==> src/rtl/seven_seg_scanner.sv <==
// Time-multiplexed driver for a 4-digit seven-segment display fed by BCD digits.
// Frame-coherent snapshot of the digits, per-slot blanking gap, optional leading-zero blanking.
module seven_seg_scanner #(
  parameter int unsigned SCAN_DIV         = 1000,
  parameter int unsigned BLANK_CYCLES     = 16,
  parameter bit          ANODE_ACTIVE_LOW = 1'b1,
  parameter bit          SEG_ACTIVE_LOW   = 1'b1
) (
  input  logic       clk,
  input  logic       rst,
  input  logic       en,
  input  logic       lz_suppress,
  input  logic [3:0] d0,
  input  logic [3:0] d1,
  input  logic [3:0] d2,
  input  logic [3:0] d3,
  output logic [3:0] an,
  output logic [6:0] seg,
  output logic       frame_start
);

  localparam int unsigned  CW       = (SCAN_DIV > 2) ? $clog2(SCAN_DIV) : 1;
  localparam logic [CW-1:0] CNT_LAST = CW'(SCAN_DIV - 1);
  localparam logic [CW-1:0] CNT_SHOW = CW'(BLANK_CYCLES);
  localparam logic [3:0]   AN_OFF   = ANODE_ACTIVE_LOW ? 4'hF : 4'h0;
  localparam logic [6:0]   SEG_OFF  = SEG_ACTIVE_LOW ? 7'h7F : 7'h00;

  typedef enum logic {PH_BLANK, PH_SHOW} phase_t;

  logic [1:0]    idx;
  logic [CW-1:0] cnt;
  logic [3:0]    snap [4];

  phase_t     phase;
  logic       frame_at;
  logic       suppress;
  logic       z1, z2, z3;
  logic [3:0] an_nxt;
  logic [6:0] seg_nxt;

  // Active-high {g,f,e,d,c,b,a}; non-BCD codes render as a dash.
  function automatic logic [6:0] decode(input logic [3:0] v);
    logic [6:0] s;
    case (v)
      4'd0:    s = 7'b0111111;
      4'd1:    s = 7'b0000110;
      4'd2:    s = 7'b1011011;
      4'd3:    s = 7'b1001111;
      4'd4:    s = 7'b1100110;
      4'd5:    s = 7'b1101101;
      4'd6:    s = 7'b1111101;
      4'd7:    s = 7'b0000111;
      4'd8:    s = 7'b1111111;
      4'd9:    s = 7'b1101111;
      default: s = 7'b1000000;
    endcase
    return s;
  endfunction

  always_comb begin
    phase    = (cnt < CNT_SHOW) ? PH_BLANK : PH_SHOW;
    frame_at = (idx == 2'd0) && (cnt == '0);
    z3       = (snap[3] == 4'd0);
    z2       = z3 && (snap[2] == 4'd0);
    z1       = z2 && (snap[1] == 4'd0);
    case (idx)
      2'd1:    suppress = lz_suppress && z1;
      2'd2:    suppress = lz_suppress && z2;
      2'd3:    suppress = lz_suppress && z3;
      default: suppress = 1'b0;
    endcase
    an_nxt  = AN_OFF;
    seg_nxt = SEG_OFF;
    // XOR against the idle level applies either output polarity.
    if (phase == PH_SHOW && !suppress) begin
      an_nxt  = AN_OFF ^ (4'b0001 << idx);
      seg_nxt = SEG_OFF ^ decode(snap[idx]);
    end
  end

  always_ff @(posedge clk) begin
    if (rst) begin
      idx <= '0;
      cnt <= '0;
      for (int unsigned i = 0; i < 4; i++) snap[i] <= '0;
      an          <= AN_OFF;
      seg         <= SEG_OFF;
      frame_start <= 1'b0;
    end else if (!en) begin
      idx         <= '0;
      cnt         <= '0;
      an          <= AN_OFF;
      seg         <= SEG_OFF;
      frame_start <= 1'b0;
    end else begin
      if (frame_at) begin
        snap[0] <= d0;
        snap[1] <= d1;
        snap[2] <= d2;
        snap[3] <= d3;
      end
      an          <= an_nxt;
      seg         <= seg_nxt;
      frame_start <= frame_at;
      if (cnt == CNT_LAST) begin
        cnt <= '0;
        idx <= idx + 2'd1;
      end else begin
        cnt <= cnt + CW'(1);
      end
    end
  end

endmodule

==> config.mk <==
export PLATFORM = sky130hd
export DESIGN_NAME = seven_seg_scanner
export DESIGN_NICKNAME = d
export VERILOG_FILES = /design/src/rtl/seven_seg_scanner.sv
export SDC_FILE = /design/constraint.sdc
export NUM_CORES = 1
export LEC_CHECK = 0
export CAP_MARGIN = 20
export CORE_ASPECT_RATIO = 1.75
export CORE_MARGIN = 1
export CORE_UTILIZATION = 35
export CTS_BUF_LIST = sky130_fd_sc_hd__clkbuf_8
export CTS_CLUSTER_SIZE = 20
export DETAILED_ROUTE_END_ITERATION = 7
export PLACE_DENSITY = 0.56
export SYNTH_ARGS = -nofsm -noshare
export SYNTH_HDL_FRONTEND = slang
export SYNTH_SLANG_ARGS = --single-unit
export TNS_END_PERCENT = 50
==> constraint.sdc <==
create_clock -name clk -period 1.7 [get_ports clk]
set_input_delay 0.34 -clock clk [delete_from_list [all_inputs] [get_ports clk]]
set_output_delay 0.34 -clock clk [all_outputs]
set_load 0.005 [all_outputs]
**Word-level counts from Yosys, hierarchy flattened**

Memory sizes are Yosys's and may differ from the RTL's. A register that Yosys moved wholly into a read port is not among the register bits.
Index checks and enable logic that the tools add are counted.

- Reductions and logical operators: 16
- Shift operators: 1
- Equal/unequal tests: 4
- Add/sub/neg operators: 2
- Bitwise operators: 8
- Multiplexer cells: 15
- Magnitude comparators: 1

Operators by type and width:

| cell | number |
|---|---|
| $mux W4 | 4 |
| $logic_not A4 Y1 | 3 |
| $add A10 B1 Y10 const B | 1 |
| $eq A10 B10 Y1 const B | 1 |
| $logic_not A10 Y1 | 1 |
| $lt A10 B5 Y1 const B | 1 |
| $logic_and A1 B1 Y1 | 7 |
| $mux W1 | 7 |
| $mux W7 | 1 |
| $not A7 Y7 | 1 |
| $reduce_or A3 Y1 | 2 |
| $eq A2 B2 Y1 const B | 2 |
| $mux W2 | 2 |
| $not A4 Y4 | 1 |
| $or A1 B1 Y1 | 4 |
| $shl A1 B2 Y4 const A | 1 |
| $pmux W1 S3 | 1 |
| $add A2 B1 Y2 const B | 1 |
| $eq A2 B1 Y1 const B | 1 |
| $logic_not A2 Y1 | 1 |
| $not A1 Y1 | 2 |
| $reduce_or A2 Y1 | 1 |
| $logic_not A1 Y1 | 1 |

- RAM bits: 16
- Bits in read-only memories: 112
- Memories kept: 2
- Output and inout port bits: 12
- Bits in registers: 24

Memories:

| name | words | width | read ports | clocked after memory_dff | write ports | line | text |
|---|---|---|---|---|---|---|---|
| (name not given) | 16 | 7 | 1 | 0 | 0 | 44 | `case (v)` |
| snap | 4 | 4 | 4 | 1 | 4 | 32 | `logic [3:0] snap [4];` |

**Depth between registers and ports, before layout**

Gate-level depths: netlist of the first run.

- Depth in word-level cells: 9
- Gate-level depth with buffers: 7
- Mapped depth without buffers: 6

**Worst setup path after synthesis of the first run**

Ideal clock, no wire load.

- Path kind: flip-flop to flip-flop
- Start: reg (tool-made name)
- End: reg seg[1]
- Arrival time: 1588 ps
- Slack: -30 ps
- Clock period less this slack: 1730 ps
- Cell stages (with the launch flop): 6
- Library setup time: 142 ps
- Cells stage by stage: dfxtp_1 -> mux4_1 -> inv_1 -> ha_1 -> a21oi_1 -> o21ai_0

RTL lines:

| item | line | text |
|---|---|---|
| end signal, assigned | 103 | `seg <= seg_nxt;` |
| end, declared | 18 | `output logic [6:0] seg,` |

**Worst setup path in the final report of the first run**

- Start: in lz_suppress
- End: reg seg[3]

- Word-level cells in the longest chain between the ends: 6
- Elaborated cells on any way between the ends: 8
- Classes of those cells: mux: 1; bitwise: 1; reduce/logical: 6

Ends and longest elaborated chain:

| item | line | text |
|---|---|---|
| start, declared | 12 | `input logic lz_suppress,` |
| $logic_and A1 B1 Y1 (on tied branches) | 69, 67, 68 |  |
| $pmux W1 S3 * | 66 | `case (idx)` |
| $logic_not A1 Y1 * | 75 | `if (phase == PH_SHOW && !suppress) begin` |
| $logic_and A1 B1 Y1 * | 75 |  |
| $not A1 Y1 (no source line) * | -- |  |
| $reduce_or A3 Y1 (no source line) * | -- |  |

Every way passes the cells marked *; elsewhere a longest branch is shown, timed or not.
A chain may end at the register's enable or synchronous reset.

==> results_dict.tcl, run 1 <==
set metrics [dict create \
    timing.setup.tns_ns -0.0152 \
    synthesis.area_um2 1870 \
    core_um2 5060 \
    hold_class "reg -> reg" \
    leakagePower_nw 0.985 \
    grt_pass1_wl_mm 5.90 \
    antenna_cells 0 \
    slew_violations 0 \
    relSlewSlack_pct 76.2 \
    place.gp.congestion 0.900 \
    area_delta_synth_final_pct 36.1 \
    setup_violations 1 \
    synth_cell_type_count 41 \
    synth_compound_area_share_pct 6.43 \
    hpwl_mm 2.90 \
    die_h_um 98.7 \
    start_kind "primary input" \
    hold_depth 1 \
    muxShareOfSynthArea_pct 5.56 \
    startpoint "lz_suppress" \
    yosysSeqAreaShare_pct 53.5 \
    p_total_w 0.00196 \
    worst_slack_ns -0.0152 \
    final-hold-violation-count 0 \
    path_class "in -> reg" \
    clk_pin_slew_ns 0.08 \
    final_nets 249 \
    num_vias 1317 \
    antenna_found_initial 0 \
    outcome "finished with violations" \
    root_buffer "clkbuf_8" \
    fin_skew_ns 0.00667 \
    fin_cells 272 \
    insertion_delay_ns 0.29 \
    arrival_ns 1.92 \
    gr-usage-all-layers_pct 13.7 \
    htreeDepth 2 \
    wl_mm 3.67 \
    r2r_setup_slack_ns 0 \
    crit_fanout 3 \
    drt_first_pass_iters 6 \
    routedWlPerCell_um 13.5 \
    fin_crit_sh_pct 101 \
    maxCapViolCount 0 \
    fillers 460 \
    drtAntennaViolNets 0 \
    place_inst 262 \
    io_pins 32 \
    grt_pass1_vias 1392 \
    clock-sinks 42 \
    synth-simple-area-share_pct 20.1 \
    power_density_nw_per_um2 769 \
    fmax_ghz 0.583 \
    clock_path_buffers 2 \
    cts_tree "done" \
    yosys_warnings 0 \
    synth_xor_area_share_pct 4.22 \
    die_x_um 57.2 \
    start_util_pct 36.9 \
    post-place-ws_ns -0.257 \
    synthAdderAreaFrac_pct 8.03 \
    rsz0062_at_grt "true" \
    syn_avg_cell_area_um2 11.5 \
    ys_ff_latch 42 \
    violations "design-rule violations, negative setup slack" \
    drtIter0Drc 35 \
    grt_overflow_total 0 \
    layout-drive-gt1-share_pct 20.6 \
    synth_top_family_by_area "simple AND/OR/NAND/NOR gates" \
    reg2regPathDepth 4 \
    crit_path_end_kind "flip-flop" \
    synth_cells 163 \
    min_to "cnt[0]" \
    numPortBuffers 31 \
    drc 2 \
    peakVddDrop_mv 0.535 \
    via_per_inst 4.84 \
    min_period_ns 1.72 \
    synth.net_count 195 \
    grt_max_degree 18 \
    numCtsBuffers 5 \
    rows 34 \
    required_ns 1.91 \
    design.die.area_um2 5650 \
    worstReg2RegEnd "seg[0]" \
    tightest_slew_ns 0.353 \
    hold_start "cnt[0]" \
]
==> report_power, final <==
group | switching [W] | internal (W)
Sequential | 0.0000182 | 0.00108
Clock | 0.000320 | 0.000321
Combinational | 0.0000865 | 0.000130
==> critical path, stage by stage <==
cell and delay, ns:
clkdlybuf4s50_1 0.46, or4b_1 0.45, nor3_2 0.27, a211oi_2 0.17, a32oi_1 0.23
==> sequential cells by signal, summed over array words and instances, names as in the netlist, named ones only <==
signal       flops
cnt             10
an               4
snap            16
seg              7
frame_start      1
idx              2
==> logic make-up after synthesis <==
family,count (synthesis)
XOR/XNOR,9
buffers and inverters,10
adder cells (fa/ha/maj),12
multiplexers,5
AO/OA/AOI/OAI,16
flip-flops,42
AND/OR/NAND/NOR,69
==> cell usage in the layout, fill, tap and decap left out, drive strengths merged, types with 2 or more instances in the layout <==
cell type,Yosys,routed
a211oi,2,2
a21o,2,2
a21oi,4,4
a22oi,2,2
and2,17,17
buf,1,17
clkbuf,1,7
clkdlybuf4s50,0,30
dfxtp,26,26
edfxtp,16,16
ha,12,12
inv,8,9
mux4,4,4
nand2,11,11
nand2b,3,3
nand3,3,3
nand4,3,3
nor2,19,19
nor3,4,4
nor4,2,2
o21ai,2,2
or4,2,2
xnor2,6,6
xor2,3,3
==> cell type report <==
cell class	instances	area, µm²	area share (%)
flip-flops and latches	42	1010	39.5
clock inverters	2	8.76	0.344
clock buffers	6	82.6	3.25
inverters	8	30.0	1.18
multi-input cells	111	858	33.7
well taps	54	67.6	2.66
repair buffers	49	490	19.3
==> metal layers <==
metal / share of wire, % / vias up / GRT usage [%]
li1: - / 671 / -
met1: 34 / 612 / 11.4
met2: 61 / 30 / 29.0
met3: 3.9 / 4 / 3.02
met4: 1.5 / 0 / 5.44
met5: 0 / - / 0
==> Yosys cell counts, drive strengths merged <==
| cell | count | area (µm²) |
|---|---|---|
| or2 | 1 | 6.26 |
| o21ai | 2 | 10.0 |
| and2 | 17 | 106 |
| nand3 | 3 | 15.0 |
| xnor2 | 6 | 52.6 |
| dfxtp | 26 | 521 |
| a21o | 2 | 15.0 |
| a32oi | 1 | 8.76 |
| ha | 12 | 150 |
| or4b | 1 | 10.0 |
| clkbuf | 1 | 3.75 |
| buf | 1 | 5.00 |
| o211ai | 1 | 7.51 |
| a2bb2oi | 1 | 15.0 |
| nor2 | 19 | 73.8 |
| nand4 | 3 | 18.8 |
| mux4 | 4 | 93.8 |
| and3 | 1 | 6.26 |
| a211oi | 2 | 20.0 |
| xor2 | 3 | 26.3 |
| or4 | 2 | 15.0 |
| nor2b | 1 | 6.26 |
| nand2b | 3 | 21.3 |
| edfxtp | 16 | 480 |
| inv | 8 | 30.0 |
| nor4bb | 1 | 10.0 |
| nor4 | 2 | 18.8 |
| a21oi | 4 | 20.0 |
| a22oi | 2 | 15.0 |
| a22o | 1 | 8.76 |
| nor3 | 4 | 25.0 |
| mux2i | 1 | 10.0 |
| nand2 | 11 | 43.8 |
==> metrics by stage <==
step,util [%],instance area [µm²],hold WS [ns]
2_1_floorplan,-,1870,0.430
3_3_place_gp,47.0,2380,0.446
3_5_place_dp,47.0,2380,0.462
4_1_cts,49.2,2490,0.481
5_1_grt,50.2,2540,0.461
6_report,50.2,2540,0.437
==> worst max-delay path by stage <==
stage / cells after the start / slack [ns] / end
2_1_floorplan: 5 / 0.01 / snap[0][0]
3_3_place_gp: 5 / -0.19 / seg[3]
5_1_grt: 4 / -0.08 / seg[0]
3_5_place_dp: 5 / -0.26 / snap[0][1]
6_report: 5 / -0.02 / seg[3]
4_1_cts: 5 / 0.02 / seg[1]
==> what timing repair did <==
action,CTS,global route
gates resized for setup,4,8
pin swaps,1,2
buffers inserted,1,0
cloned,0,1
endpoints found under the setup margin,7,42
hold buffers,0,0
(Power assumes the default switching activity.)
==> run 2, diff against run 1 <==
--- a/config.mk
+++ b/config.mk
@@ -7,12 +7,11 @@
 export LEC_CHECK = 0
 export CAP_MARGIN = 20
 export CORE_ASPECT_RATIO = 1.75
-export CORE_MARGIN = 1
-export CORE_UTILIZATION = 35
+export CORE_UTILIZATION = 49
 export CTS_BUF_LIST = sky130_fd_sc_hd__clkbuf_8
 export CTS_CLUSTER_SIZE = 20
 export DETAILED_ROUTE_END_ITERATION = 7
-export PLACE_DENSITY = 0.56
+export PLACE_DENSITY = 0.75
 export SYNTH_ARGS = -nofsm -noshare
 export SYNTH_HDL_FRONTEND = slang
 export SYNTH_SLANG_ARGS = --single-unit
==> results_dict.tcl, run 2 (same netlist as run 1, synthesis figures left out) <==
set metrics [dict create \
    outcome "finished clean" \
    cpMaxStageDelayCell "mux4_2" \
    design.die.area_um2 4080 \
    wl_mm 3.61 \
    drt_first_pass_iters 4 \
    slowest_delay_ns 0.57 \
    final_nets 247 \
    maxCapViolCount 0 \
    via_per_inst 5.13 \
    clock_path_buffers 2 \
    final-hold-violation-count 0 \
    grt_pass1_vias 1430 \
    final_common_cell "clkdlybuf4s50_1" \
    root_buffer "clkbuf_8" \
    required_ns 1.85 \
    numCtsBuffers 5 \
    num_vias 1344 \
    setup_violations 0 \
    numPortBuffers 31 \
    place_inst 251 \
    min_period_ns 1.65 \
    power_density_nw_per_um2 814 \
    crit_fanout 4 \
    place.gp.congestion 0.831 \
    drtIter0Drc 31 \
    path_class "reg -> reg" \
    arrival_ns 1.81 \
    fillers 264 \
    hpwl_mm 2.72 \
    start_kind "flip-flop" \
    top_register "snap" \
    routedWlPerCell_um 13.8 \
    fin_crit_sh_pct 97.3 \
    hold_slack_ns 0.436 \
    cp_cell_sequence "mux4_2 -> inv_2 -> ha_1 -> a21oi_2 -> o21ai_0" \
    rows 29 \
    clock-sinks 42 \
    die_h_um 83.7 \
    die_x_um 48.7 \
    gr-usage-all-layers_pct 19.2 \
    antenna_cells 0 \
    fin_cells 262 \
    drtAntennaViolNets 0 \
    antenna_found_initial 0 \
    leakagePower_nw 0.997 \
    layout_common_cells "clkdlybuf4s50_1, dfxtp_1, nor2_1" \
    grt_pass1_wl_mm 5.99 \
    io_pins 32 \
    relSlewSlack_pct 70.9 \
    area_delta_synth_final_pct 37.1 \
    insertion_delay_ns 0.29 \
    hold_class "reg -> reg" \
    htreeDepth 2 \
    cts_tree "done" \
    core_um2 3630 \
    grt_max_degree 18 \
    peakVddDrop_mv 0.744 \
    rsz0062_at_grt "true" \
    grt_overflow_total 0 \
    drc 0 \
    start_util_pct 51.5 \
    fin_skew_ns 0.0121 \
    tightest_slew_ns 0.433 \
    slew_violations 0 \
    layout-drive-gt1-share_pct 20.8 \
    fmax_ghz 0.605 \
    crit_path_end_kind "flip-flop" \
    largest_reg_flops 16 \
    clk_pin_slew_ns 0.08 \
    reg.largest.list "snap: 16 flops, cnt: 10 flops, seg: 7 flops" \
]
## run 2: cell type report
| type | count | area [µm²] | area share (%) |
|---|---|---|---|
| multi-input combinational | 111 | 886 | 34.6 |
| inverter | 8 | 30.0 | 1.17 |
| tap | 46 | 57.6 | 2.24 |
| clock inverter | 3 | 40.0 | 1.56 |
| timing repair buffer | 47 | 475 | 18.5 |
| clock buffer | 5 | 68.8 | 2.68 |
| sequential | 42 | 1010 | 39.2 |
## run 2: power breakdown
part	total, W	leakage, nW	switching [W]	internal [W]
registers	0.00110	0.385	0.0000169	0.00108
clock network	0.000756	0.0599	0.000323	0.000433
logic	0.000232	0.552	0.0000957	0.000136
## run 2: path summary, 6_finish.rpt
kind         startpoint  slack, ns      to  depth (start not counted)
min              cnt[0]       0.44  cnt[0]                          1
max reg2reg   flip-flop       0.05  seg[1]                          5
max           flip-flop       0.05  seg[1]                          5
min reg2reg      cnt[0]       0.44  cnt[0]                          1
## run 2: metrics by stage
stage | worst slack (ns) | utilization (%) | total power [W] | instance area [µm²] | setup TNS (ns)
CTS | 0.00995 | 67.9 | 0.00207 | 2460 | 0
floorplan | 0.0114 | - | 0.00121 | 1870 | 0
finish | 0.0465 | 70.7 | 0.00209 | 2560 | 0
global placement | -0.227 | 64.7 | 0.00132 | 2350 | -8.13
detailed placement | -0.261 | 64.7 | 0.00133 | 2350 | -9.08
global route | -0.0472 | 70.7 | 0.00217 | 2560 | -0.143
## run 2: layer usage
| layer | GRT usage, % | up-vias | part of all wire [%] |
|---|---|---|---|
| li1 | - | 675 | - |
| met1 | 19.7 | 624 | 36 |
| met2 | 33.6 | 35 | 58 |
| met3 | 4.37 | 10 | 2.7 |
| met4 | 13.1 | 0 | 3.5 |
| met5 | 0 | - | 0 |
## run 2: what timing repair did
| action | in CTS | in global routing |
|---|---|---|
| buffers inserted | 0 | 2 |
| gates cloned | 0 | 1 |
| hold buffers | 0 | 0 |
| endpoints found under the setup margin | 7 | 47 |
| gates resized for setup | 3 | 13 |
| pin swaps | 0 | 3 |
## run 2: worst max-delay path: cells and delay by family (launching register included)
family	cells	cell delay (ns)
AO/OA/AOI/OAI	2	0.20
multiplexers	1	0.57
buffers and inverters	1	0.09
adder cells (fa/ha/maj)	1	0.26
flip-flops	1	0.39
==> run 3, diff against run 2 <==
--- a/config.mk
+++ b/config.mk
@@ -11,6 +11,7 @@
 export CTS_BUF_LIST = sky130_fd_sc_hd__clkbuf_8
 export CTS_CLUSTER_SIZE = 20
 export DETAILED_ROUTE_END_ITERATION = 7
+export GPL_ROUTABILITY_DRIVEN = 0
 export PLACE_DENSITY = 0.75
 export SYNTH_ARGS = -nofsm -noshare
 export SYNTH_HDL_FRONTEND = slang
==> results of run 3 <==
The final DEF is identical to that of run 2; final timing and power are the same.
